===== src/rtl/seg7_scan_display.sv =====
// Scans a 16-bit value onto a 4-digit common-anode seven-segment display.
// The value is snapshotted once per frame and each digit slot starts with a dark gap to suppress ghosting.
module seg7_scan_display #(
    parameter int REFRESH_DIV  = 100000,
    parameter int BLANK_CYCLES = 1000,
    parameter bit LZ_BLANK     = 1'b0
) (
    input  logic        clk,
    input  logic        reset,
    input  logic [15:0] data,
    input  logic [3:0]  dp_en,
    output logic [6:0]  seg,
    output logic        dp,
    output logic [3:0]  an
);

    localparam int CNT_W = (REFRESH_DIV > 1) ? $clog2(REFRESH_DIV) : 1;
    localparam logic [CNT_W-1:0] CNT_MAX   = CNT_W'(REFRESH_DIV - 1);
    localparam logic [CNT_W-1:0] BLANK_LIM = CNT_W'(BLANK_CYCLES);

    localparam logic [6:0] SEG_OFF = 7'h7F;
    localparam logic [3:0] AN_OFF  = 4'hF;

    logic [CNT_W-1:0] cnt_q, cnt_d;
    logic [1:0]       digit_q, digit_d;
    logic [15:0]      shadow_q, shadow_d;
    logic [6:0]       seg_q, seg_d;
    logic             dp_q, dp_d;
    logic [3:0]       an_q, an_d;

    logic             slot_end;
    logic             in_gap;
    logic             lz_hidden;
    logic [3:0]       nibble;

    // Active-low gfedcba patterns for each hex digit.
    function automatic logic [6:0] decode(input logic [3:0] value);
        logic [6:0] pattern;
        case (value)
            4'h0: pattern = 7'h40;
            4'h1: pattern = 7'h79;
            4'h2: pattern = 7'h24;
            4'h3: pattern = 7'h30;
            4'h4: pattern = 7'h19;
            4'h5: pattern = 7'h12;
            4'h6: pattern = 7'h02;
            4'h7: pattern = 7'h78;
            4'h8: pattern = 7'h00;
            4'h9: pattern = 7'h10;
            4'hA: pattern = 7'h08;
            4'hB: pattern = 7'h03;
            4'hC: pattern = 7'h46;
            4'hD: pattern = 7'h21;
            4'hE: pattern = 7'h06;
            default: pattern = 7'h0E;
        endcase
        return pattern;
    endfunction

    // A zero-length gap must not produce a constant unsigned compare.
    generate
        if (BLANK_CYCLES > 0) begin : g_gap
            assign in_gap = (cnt_q < BLANK_LIM);
        end else begin : g_no_gap
            assign in_gap = 1'b0;
        end
    endgenerate

    always_comb begin
        slot_end = (cnt_q == CNT_MAX);
        cnt_d    = slot_end ? '0 : cnt_q + 1'b1;
        digit_d  = slot_end ? digit_q + 2'd1 : digit_q;
        shadow_d = (slot_end && (digit_q == 2'd3)) ? data : shadow_q;
    end

    // Digit 0 always shows; higher digits hide when they and everything above are zero.
    always_comb begin
        lz_hidden = 1'b0;
        if (LZ_BLANK) begin
            case (digit_q)
                2'd1:    lz_hidden = (shadow_q[15:4] == 12'h000);
                2'd2:    lz_hidden = (shadow_q[15:8] == 8'h00);
                2'd3:    lz_hidden = (shadow_q[15:12] == 4'h0);
                default: lz_hidden = 1'b0;
            endcase
        end
    end

    always_comb begin
        nibble = shadow_q[4*digit_q +: 4];
        seg_d  = SEG_OFF;
        dp_d   = 1'b1;
        an_d   = AN_OFF;
        if (!in_gap && !lz_hidden) begin
            an_d  = ~(4'b0001 << digit_q);
            seg_d = decode(nibble);
            dp_d  = ~dp_en[digit_q];
        end
    end

    always_ff @(posedge clk or negedge reset) begin
        if (!reset) begin
            cnt_q    <= '0;
            digit_q  <= 2'd0;
            shadow_q <= 16'h0000;
            seg_q    <= SEG_OFF;
            dp_q     <= 1'b1;
            an_q     <= AN_OFF;
        end else begin
            cnt_q    <= cnt_d;
            digit_q  <= digit_d;
            shadow_q <= shadow_d;
            seg_q    <= seg_d;
            dp_q     <= dp_d;
            an_q     <= an_d;
        end
    end

    assign seg = seg_q;
    assign dp  = dp_q;
    assign an  = an_q;

endmodule


===== config.mk =====
export PLATFORM = sky130hd
export DESIGN_NAME = seg7_scan_display
export DESIGN_NICKNAME = d
export VERILOG_FILES = /design/src/rtl/seg7_scan_display.sv
export SDC_FILE = /design/constraint.sdc
export NUM_CORES = 1
export LEC_CHECK = 0
export CORE_MARGIN = 10
export CORE_UTILIZATION = 37
export CTS_BUF_LIST = sky130_fd_sc_hd__clkbuf_16
export DETAILED_ROUTE_END_ITERATION = 12
export HOLD_SLACK_MARGIN = 0.06
export PLACE_DENSITY = 0.56
export SLEW_MARGIN = 15
export SYNTH_ARGS = -nofsm -noshare
export SYNTH_HDL_FRONTEND = slang
export SYNTH_SLANG_ARGS = --single-unit

===== constraint.sdc =====
create_clock -name clk -period 2.5 [get_ports clk]
set_input_delay 0.25 -clock clk [delete_from_list [all_inputs] [get_ports clk]]
set_output_delay 0.25 -clock clk [all_outputs]
set_load 0.01 [all_outputs]

==> key figures, run 1 <==
Die
  • Num rows: 28
  • Die Area: 0.00974 sq mm
  • I/O pins: 34
  • Core Footprint: 0.00596 sq mm
  • Die height: 98.7 microns
  • Die Width: 98.7 microns
  • Starting density of the core: 38.5%

Worst setup path
  • Setup crit end kind: register
  • CP peak stage delay: 0.63 ns
  • Crit start category: register
  • R2r startpoint: digit_q[0]
  • Critical path's top delay family: multiplexers
  • R2R cell count: 5
  • RR Endpoint: seg[5]
  • R2r setup slk: 0.41 ns
  • Critical path type: reg2reg
  • CP max stage cell: mux4_2
  • Crit path DAT: 2.23 ns
  • Crit path buf inv count: 0
  • Critical path required time: 2.64 ns
  • CP Cell Sequence: mux4_2 > ha_1 > mux2_2 > nand2_1 > o311ai_0
  • Crit path max fanout: 8
  • WP depth: 5

STA
  • Clock skew: 0.00708 ns
  • Final setup violation count: 0
  • Hold Vio Cnt, Final: 0
  • Fin crit share: 83.7%
  • Rel. slew slack: 43.7%
  • Max Clock Freq: 0.478 GHz
  • Tmin final: 2.09 ns
  • Worst slew pin tran: 0.836 ns
  • Setup TNS: 0 ns
  • RSZ-0062 raised after global routing: false
  • Final slew viol count: 0

Yosys
  • Post-Syn Area: 0.00229 sq mm
  • Synth async-reset ratio: 100%
  • Syn Inst Count: 182
  • Top-area cell type share of the netlist area: 38.2%
  • Syn_nets: 215
  • Top cells by area, synth: dfrtp_1 38%, dfstp_2 14%, mux2_4 6.6%, ha_1 6.0%, mux4_2 4.9%
  • Mapped Avg Cell Area: 12.6 sq um
  • Register area share after synthesis: 52.0%
  • FF+latch count, synth: 47
  • Most used DFF post-synth: dfrtp_1
  • Largest area contributor in the netlist: dfrtp_1
  • Distinct cells, synth: 36
  • Warnings, synthesis: 0
  • Post-synth EDFFs: 0

Place
  • Port Buffer Count: 33
  • Placed cell count: 287
  • Detailed Place HPWL: 3.30 mm
  • Final Wtd Congestion: 0.838

Global route
  • Vias in the first global route: 1,557
  • Total grt overflow: 0
  • Largest net degree at the start of global routing: 37
  • First-pass GRT wire length: 7.73 mm
  • Initial antenna violation count: 0
  • Total Routing Usage GR: 9.48%

Finish
  • Area Overhead vs Synth: 25.0%
  • Layout Cells excl Fill: 295
  • Share of cells above drive strength 1: 21.8%
  • Ant diodes: 0
  • FILL cells: 549
  • Final #Nets: 252

CTS
  • CTS clock-pin slew for the worst setup and hold paths: 0.06 ns
  • Clk buf depth: 2
  • CTS H-tree lvls: 2
  • Clock sink total: 47
  • CTS Buf Count: 5
  • TritonCTS clock tree: done
  • Post-cts sizing count: 0
  • Hold buffer count at cts: 0
  • Clk_lat worst skew: 0.28 ns
  • Root Buffer: clkbuf_16
  • Post-CTS setup buffer count: 0

Detailed routing
  • First-pass DRT Iterations: 4
  • DR vias/cell: 4.86
  • Antenna viol nets, final: 0
  • DRC Markers: 0
  • Post-DR wirelength/cell: 14.7 microns
  • Via count: 1,435
  • DR iter-0 viols: 60
  • Final wirelength: 4.32 mm

Pwr
  • Max IR drop VDD: 0.000399 V
  • Leakage: 1.24 nW
  • Final total power: 1.61 mW
  • Pwr Density: 563 mW/mm^2

Hold path
  • Worst Hold Class: in2async

Run status
  • Outcome: finished, final reports clean

Job
  • MaxCap Viol Count: 0
==> area by class of cell <==
class                   instances  area [sq um]  share of cell area (%)
clock inverters                 3          38.8                    1.35
flip-flops and latches         47          1190                    41.6
clock buffers                   5           125                    4.37
multi-input cells             123          1040                    36.5
repair buffers                 36           348                    12.2
well taps                      75          93.8                    3.28
inverters                       6          22.5                   0.787
==> worst max path at each step <==
stage | start | endpoint | slack (ns)
global placement | digit_q[0] | seg[5] | 0.43
finish | digit_q[0] | seg[5] | 0.41
floorplan | cnt_q[13] | shadow_q[10] | 0.59
CTS | digit_q[0] | seg[5] | 0.40
global route | digit_q[0] | seg[3] | 0.25
detailed placement | digit_q[0] | seg[5] | 0.41
==> cell usage in the layout, fill, tap and decap left out, types with 6 or more instances in the layout <==
cell / count
clkdlybuf4s50_1: 32
dfrtp_1: 35
dfstp_2: 12
ha_1: 11
inv_1: 6
mux2_2: 8
mux2_4: 10
nand2_1: 18
nand3_1: 8
nor2_1: 11
xnor2_1: 9
==> cell families after synthesis <==
family	Yosys count	synth area share [%]
AND/OR/NAND/NOR	59	13.6
flip-flops	47	52.0
multiplexers	27	17.1
XOR/XNOR	14	5.35
AO/OA/AOI/OAI	12	3.44
buffers and inverters	12	2.46
adder cells (fa/ha/maj)	11	6.01
==> sequential cells by signal, summed over array words and instances (netlist names) <==
register and count:
an 4, shadow_q 16, digit_q 2, dp 1, seg 7, cnt_q 17
==> routing by layer <==
| layer | GRT usage (%) | vias up | routed length, microns |
|---|---|---|---|
| met1 | 12.3 | 673 | 2070 |
| li1 | - | 720 | - |
| met3 | 3.56 | 6 | 267 |
| met4 | 1.98 | 0 | 49 |
| met2 | 14.7 | 36 | 1930 |
| met5 | 0 | - | 0 |
==> cell usage after synthesis, types with 3 or more instances <==
library cell / number
ha_1: 11
o21ai_0: 3
nand4_1: 3
mux2_2: 8
nand2_1: 18
buf_2: 3
nor2_1: 11
nand3_1: 8
dfrtp_1: 35
dfstp_2: 12
inv_1: 6
o211ai_1: 3
mux2i_1: 4
xnor2_1: 9
mux2_4: 10
nor4_1: 3
nand2b_1: 3
mux4_2: 5
xor2_1: 5
==> report_power, final <==
part           switching [mW]  total (mW)  internal (mW)
clock                   0.263       0.729          0.466
sequential            0.00740       0.782          0.775
combinational          0.0412       0.101         0.0600
total                   0.311        1.61           1.30
==> per-stage QoR <==
stage	setup WS, ns	cell area, sq um	hold WS, ns	util (%)
finish	0.408	2860	0.0467	48.1
floorplan	0.592	2290	-0.0456	-
global route	0.252	2860	0.128	48.1
CTS	0.397	2860	0.0854	48.1
detailed placement	0.411	2700	0.382	45.3
global placement	0.433	2700	0.391	45.3
(Power assumes the default switching activity.)
==> run 2, diff against run 1 <==
==> constraint.sdc (replaced) <==
create_clock -name clk -period 2 [get_ports clk]
set_input_delay 0.2 -clock clk [delete_from_list [all_inputs] [get_ports clk]]
set_output_delay 0.2 -clock clk [all_outputs]
set_load 0.01 [all_outputs]
==> run 2 against run 1 <==
Sequential power rose by 25%; via count up 5.4%; die area unchanged; register-to-register slack got worse by 0.33 ns; global-route usage increased by 0.48 points; power increased by 19%; largest power group unchanged; highest routed layer unchanged.
==> key figures, run 2 (synthesis results as in run 1) <==
CTS
  • Post-cts sizing count: 0 (unchanged)
  • Clk buf depth: 2 (unchanged)
  • CTS Buf Count: 5 (unchanged)
  • CTS clock-pin slew for the worst setup and hold paths: 0.06 ns (about the same)
  • Clock sink total: 47 (unchanged)
  • Root Buffer: clkbuf_16 (unchanged)
  • Clk_lat worst skew: 0.28 ns (about the same)
  • TritonCTS clock tree: done (unchanged)
  • CTS H-tree lvls: 2 (unchanged)

Run status
  • Outcome: finished, final reports clean (unchanged)

Detailed routing
  • Final wirelength: 4.74 mm (was 4.32 mm)
  • DR vias/cell: 4.97 (was 4.86)
  • Post-DR wirelength/cell: 15.6 microns (was 14.7 microns)
  • First-pass DRT Iterations: 4 (unchanged)
  • Antenna viol nets, final: 0 (unchanged)
  • DRC Markers: 0 (unchanged)
  • DR iter-0 viols: 104 (was 60)
  • Via count: 1,512 (was 1,435)

Finish
  • Biggest register: cnt_q (unchanged)
  • Most frequent cells in the layout: 35 x dfrtp_1, 32 x clkdlybuf4s50_1, 18 x nand2_1 (unchanged)
  • Area Overhead vs Synth: 27.1% (was 25.0%)
  • Share of cells above drive strength 1: 24.9% (was 21.8%)
  • Ant diodes: 0 (unchanged)
  • Max reg flops: 17 (unchanged)
  • Commonest non-fill, non-tap cell in the layout: dfrtp_1 (unchanged)
  • Final #Nets: 261 (was 252)

Die
  • Die height: 98.7 microns (unchanged)
  • Core Footprint: 0.00596 sq mm (unchanged)
  • Die Width: 98.7 microns (unchanged)
  • I/O pins: 34 (unchanged)
  • Num rows: 28 (unchanged)
  • Starting density of the core: 38.5% (unchanged)
  • Die Area: 0.00974 sq mm (unchanged)

Worst setup path
  • RR Endpoint: shadow_q[11] (was seg[5])
  • Setup crit end kind: register (unchanged)
  • Crit start category: register (unchanged)
  • Crit path DAT: 2.09 ns (was 2.23 ns)
  • R2r startpoint: cnt_q[14] (was digit_q[0])
  • R2R cell count: 4 (was 5)
  • Crit path max fanout: 16 (was 8)
  • Critical path type: reg2reg (unchanged)
  • Critical path required time: 2.17 ns (was 2.64 ns)
  • R2r setup slk: 0.08 ns (was 0.41 ns)

STA
  • Hold Vio Cnt, Final: 0 (unchanged)
  • Setup TNS: 0 ns (unchanged)
  • Final setup violation count: 0 (unchanged)
  • Rel. slew slack: 69.2% (was 43.7%)
  • Tmin final: 1.92 ns (was 2.09 ns)
  • Worst slew pin tran: 0.461 ns (was 0.836 ns)
  • RSZ-0062 raised after global routing: false (unchanged)
  • Clock skew: 0.00359 ns (was 0.00708 ns)
  • Fin crit share: 95.9% (was 83.7%)
  • Max Clock Freq: 0.521 GHz (was 0.478 GHz)
  • Setup WS post-layout: 0.0817 ns (was 0.408 ns)
  • Final slew viol count: 0 (unchanged)

Place
  • Final Wtd Congestion: 0.833 (was 0.838)
  • Setup WS pre-CTS: 0.0788 ns (was 0.411 ns)
  • Detailed Place HPWL: 3.67 mm (was 3.30 mm)
  • Port Buffer Count: 33 (unchanged)

Global route
  • Vias in the first global route: 1,567 (was 1,557)
  • Total Routing Usage GR: 9.96% (was 9.48%)
  • Initial antenna violation count: 0 (unchanged)
  • Total grt overflow: 0 (unchanged)
  • First-pass GRT wire length: 7.98 mm (was 7.73 mm)
  • Largest net degree at the start of global routing: 22 (was 37)

Pwr
  • Share of power burned in registers: 51.0% (was 48.5%)
  • Leakage: 1.28 nW (was 1.24 nW)
  • Comb pwr share: 7.0% (was 6.3%)
  • Switch Pwr: 409 uW (was 311 uW)
  • Final total power: 1.92 mW (was 1.61 mW)
  • Clock share of power: 42.0% (was 45.2%)
  • Pwr Density: 659 mW/mm^2 (was 563 mW/mm^2)
  • Max IR drop VDD: 0.000424 V (was 0.000399 V)
  • Internal: 1.51 mW (was 1.30 mW)
  • Switching part of the total: 21.3% (was 19.3%)

Hold path
  • Worst Hold Class: in2async (unchanged)

Job
  • MaxCap Viol Count: 0 (unchanged)
run 2: cell types whose count changed in the layout (fill, tap and decap cells not counted), sizes merged:
cell	delta
bufinv	-1
clkinv	-1
dlygate4sd3	+1
buf	+8
inv	+2
run 2: worst max-delay path: stages (launching register included):
cell	delay [ns]
dfrtp_1	0.40
or4_1	0.52
and4b_2	0.35
nand2_4	0.18
mux2_4	0.35
run 2: power groups by stage:
stage                     clock, mW  sequential, mW  combinational (mW)
after floorplan                   0           0.990              0.0606
after global placement            0           0.996               0.134
after detailed placement          0           0.996               0.136
after CTS                     0.836           0.979               0.138
after global routing          0.877           0.981               0.151
final                         0.806           0.979               0.135
run 2: final cells by class:
| type | instances | area (sq um) |
|---|---|---|
| multi-input combinational | 123 | 1040 |
| clock buffer | 5 | 125 |
| timing repair buffer | 45 | 418 |
| tap | 75 | 93.8 |
| inverter | 6 | 22.5 |
| fill | 568 | 3040 |
| sequential | 47 | 1190 |
| clock inverter | 3 | 17.5 |
run 2: how the worst max path moves through the flow:
stage | start | to | slack [ns] | cells past startpoint
global route | digit_q[0] | seg[3] | 0.006 | 7
finish | cnt_q[14] | shadow_q[11] | 0.08 | 4
floorplan | cnt_q[13] | shadow_q[10] | 0.09 | 5
CTS | cnt_q[14] | shadow_q[11] | 0.07 | 4
detailed placement | cnt_q[14] | shadow_q[11] | 0.08 | 4
global placement | cnt_q[14] | shadow_q[9] | 0.08 | 4
run 2: what timing repair did:
| item | in CTS | in global routing |
|---|---|---|
| hold endpoints to repair | 16 | 0 |
| hold buffers | 1 | 0 |
| buffers inserted | 0 | 0 |
| setup endpoints to repair | 0 | 0 |
run 2: routing by layer:
layer  global-route usage (%)  vias up  share of wire, %
li1                         -      738                 -
met1                     12.7      734                46
met2                     15.6       38                48
met3                     3.00        2               5.3
met4                     3.64        0              0.32
met5                        0        -                 0
run 2: metrics by stage:
step                      area (sq um)  utilization, %  hold WS, ns  std cells
after detailed placement          2760            46.3        0.180        295
after global routing              2910            48.9        0.458        304
after floorplan                   2290               -      -0.0956        182
final                             2910            48.9        0.407        304
after global placement            2760            46.3        0.179        295
after CTS                         2910            48.9        0.426        304
==> run 3, diff against run 2 <==
--- a/config.mk
+++ b/config.mk
@@ -6,11 +6,12 @@
 export NUM_CORES = 1
 export LEC_CHECK = 0
 export CORE_MARGIN = 10
-export CORE_UTILIZATION = 37
+export CORE_UTILIZATION = 55
 export CTS_BUF_LIST = sky130_fd_sc_hd__clkbuf_16
 export DETAILED_ROUTE_END_ITERATION = 12
+export DONT_BUFFER_PORTS = 1
 export HOLD_SLACK_MARGIN = 0.06
-export PLACE_DENSITY = 0.56
+export PLACE_DENSITY = 0.68
 export SLEW_MARGIN = 15
 export SYNTH_ARGS = -nofsm -noshare
 export SYNTH_HDL_FRONTEND = slang
==> run 3 against run 2 <==
Die area fell by 27%; critical path type unchanged; sequential share of layout area is 4.6 points higher; largest cell class unchanged; wire length fell by 6.5%; largest power group unchanged.
==> key figures, run 3 (synthesis results as in run 1) <==
Pwr
  • Share of power burned in registers: 52.8% (was 51.0%)
  • Pwr Density: 708 mW/mm^2 (was 659 mW/mm^2)
  • Max IR drop VDD: 0.000508 V (was 0.000424 V)
  • Comb pwr share: 5.7% (was 7.0%)
  • Leakage: 1.17 nW (was 1.28 nW)
  • Switching part of the total: 20.6% (was 21.3%)
  • Clock share of power: 41.5% (was 42.0%)
  • Switch Pwr: 383 uW (was 409 uW)
  • Internal: 1.47 mW (was 1.51 mW)

Finish
  • Ant diodes: 0 (unchanged)
  • Final #Nets: 233 (was 261)
  • Final instance area: 0.00262 sq mm (was 0.00291 sq mm)
  • Max reg flops: 17 (unchanged)
  • Commonest non-fill, non-tap cell in the layout: dfrtp_1 (unchanged)
  • Share of cells above drive strength 1: 26.4% (was 24.9%)
  • FILL cells: 320 (was 568)
  • Area Overhead vs Synth: 14.5% (was 27.1%)
  • Most frequent cells in the layout: 34 x dfrtp_1, 18 x nand2_1, 12 x dfstp_2 (was 35 x dfrtp_1, 32 x clkdlybuf4s50_1, 18 x nand2_1)
  • Biggest register: cnt_q (unchanged)

Die
  • Die Area: 0.00715 sq mm (was 0.00974 sq mm)
  • Starting density of the core: 56.9% (was 38.5%)
  • I/O pins: 34 (unchanged)
  • Die Width: 84.5 microns (was 98.7 microns)
  • Core Footprint: 0.00403 sq mm (was 0.00596 sq mm)
  • Die height: 84.5 microns (was 98.7 microns)
  • Num rows: 23 (was 28)

Worst setup path
  • Crit path DAT: 2.08 ns (was 2.09 ns)
  • End point of the critical path: shadow_q[14] (was shadow_q[11])
  • Setup crit end kind: register (unchanged)
  • RR Endpoint: shadow_q[14] (was shadow_q[11])
  • R2r startpoint: cnt_q[14] (unchanged)
  • Critical path required time: 2.16 ns (was 2.17 ns)
  • R2R cell count: 4 (unchanged)
  • Crit path max fanout: 16 (unchanged)
  • Crit start category: register (unchanged)
  • R2r setup slk: 0.08 ns (about the same)
  • Setup crit start: cnt_q[14] (unchanged)
  • Critical path type: reg2reg (unchanged)

CTS
  • CTS Buf Count: 5 (unchanged)
  • TritonCTS clock tree: done (unchanged)
  • CTS clock-pin slew for the worst setup and hold paths: 0.06 ns (about the same)
  • Clk_lat worst skew: 0.28 ns (about the same)
  • Clk buf depth: 2 (unchanged)
  • Clock sink total: 47 (unchanged)
  • CTS H-tree lvls: 2 (unchanged)
  • Root Buffer: clkbuf_16 (unchanged)

STA
  • Final setup violation count: 0 (unchanged)
  • Setup WS post-layout: 0.0793 ns (was 0.0817 ns)
  • Setup TNS: 0 ns (unchanged)
  • RSZ-0062 raised after global routing: false (unchanged)
  • Rel. slew slack: 64.8% (was 69.2%)
  • Final slew viol count: 0 (unchanged)
  • Tmin final: 1.92 ns (about the same)
  • Fin crit share: 96.0% (was 95.9%)
  • Max Clock Freq: 0.521 GHz (about the same)
  • Worst slew pin tran: 0.525 ns (was 0.461 ns)
  • Clock skew: 0.00770 ns (was 0.00359 ns)
  • Hold Vio Cnt, Final: 0 (unchanged)

Place
  • Port Buffer Count: 0 (was 33)
  • Detailed Place HPWL: 3.26 mm (was 3.67 mm)
  • Setup WS pre-CTS: 0.0181 ns (was 0.0788 ns)
  • Post-Place Cell Area: 0.00237 sq mm (was 0.00276 sq mm)
  • Final Wtd Congestion: 0.914 (was 0.833)

Run status
  • Outcome: finished, final reports clean (unchanged)

Global route
  • GR peak layer: met2 (unchanged)
  • GR Layer Usage met3: 4.64% (was 3.00%)
  • Total grt overflow: 0 (unchanged)
  • First-pass GRT wire length: 7.47 mm (was 7.98 mm)
  • Initial antenna violation count: 0 (unchanged)
  • Largest net degree at the start of global routing: 48 (was 22)
  • Vias in the first global route: 1,458 (was 1,567)
  • M2 GR Usage: 19.1% (was 15.6%)
  • Met1 Resource Use GR: 16.1% (was 12.7%)
  • Total Routing Usage GR: 12.6% (was 9.96%)

Detailed routing
  • DR iter-0 viols: 137 (was 104)
  • Via count: 1,463 (was 1,512)
  • Post-DR wirelength/cell: 17.6 microns (was 15.6 microns)
  • Antenna viol nets, final: 0 (unchanged)
  • Final wirelength: 4.43 mm (was 4.74 mm)
  • First-pass DRT Iterations: 4 (unchanged)
  • DR vias/cell: 5.83 (was 4.97)
  • DRC Markers: 0 (unchanged)

Job
  • MaxCap Viol Count: 0 (unchanged)

Hold path
  • Worst Hold Class: in2reg (was in2async)
## run 3: cell count changes in the layout (fill, tap and decap cells not counted), sizes merged
cell / change
inv: -1
dlygate4sd3: +6
clkdlybuf4s50: -32
buf: -2
clkinv: +1
## run 3: worst max-delay path, cell delays in order, from the launching register on
cell and delay (ns):
dfrtp_1 0.40, or4_1 0.54, and4b_2 0.34, nand2_4 0.17
mux2_4 0.35
## run 3: area by class of cell
cell class / count / area, sq um / share of cell area [%]
Clock buffer: 5 / 125 / 4.77
Clock inverter: 3 / 11.3 / 0.429
Inverter: 6 / 22.5 / 0.859
Multi-Input combinational cell: 123 / 1040 / 39.8
Sequential cell: 47 / 1190 / 45.5
Tap cell: 50 / 62.6 / 2.39
Timing Repair Buffer: 17 / 165 / 6.30
## run 3: timing repair
| item | CTS | global route |
|---|---|---|
| buffers inserted | 0 | 2 |
| hold buffers | 3 | 5 |
| gates resized for setup | 0 | 2 |
| hold endpoints to repair | 48 | 5 |
| setup endpoints to repair | 0 | 11 |
## run 3: worst min path at each step
stage,startpoint,to,slack [ns],cells past startpoint
detailed placement,reset,cnt_q[7],-0.09,0
global placement,reset,cnt_q[7],-0.09,0
global route,data[10],shadow_q[10],0.06,1
floorplan,reset,cnt_q[0],-0.1,0
finish,data[15],shadow_q[15],0.07,1
CTS,data[9],shadow_q[9],0.06,1
## run 3: stage by stage
| step | power (mW) | hold slack, ns | instances | util (%) |
|---|---|---|---|---|
| after global routing | 1.93 | 0.0640 | 251 | 65.1 |
| after CTS | 1.87 | 0.0600 | 244 | 63.4 |
| final | 1.86 | 0.0700 | 251 | 65.1 |
| after global placement | 1.06 | -0.0935 | 233 | 58.9 |
| after detailed placement | 1.07 | -0.0939 | 233 | 58.9 |
| after floorplan | 1.05 | -0.0956 | 182 | - |
## run 3: power groups by stage
| stage | clock network [mW] | registers (mW) | logic [mW] |
|---|---|---|---|
| final | 0.771 | 0.980 | 0.106 |
| after global routing | 0.832 | 0.980 | 0.120 |
| after CTS | 0.789 | 0.979 | 0.100 |
| after detailed placement | 0 | 0.995 | 0.0713 |
| after global placement | 0 | 0.995 | 0.0665 |
| after floorplan | 0 | 0.990 | 0.0606 |
## run 3: routing by layer
layer,wire (microns),vias up
met5,0,-
met4,44,0
met3,315,4
met2,2020,46
met1,2050,731
li1,-,682
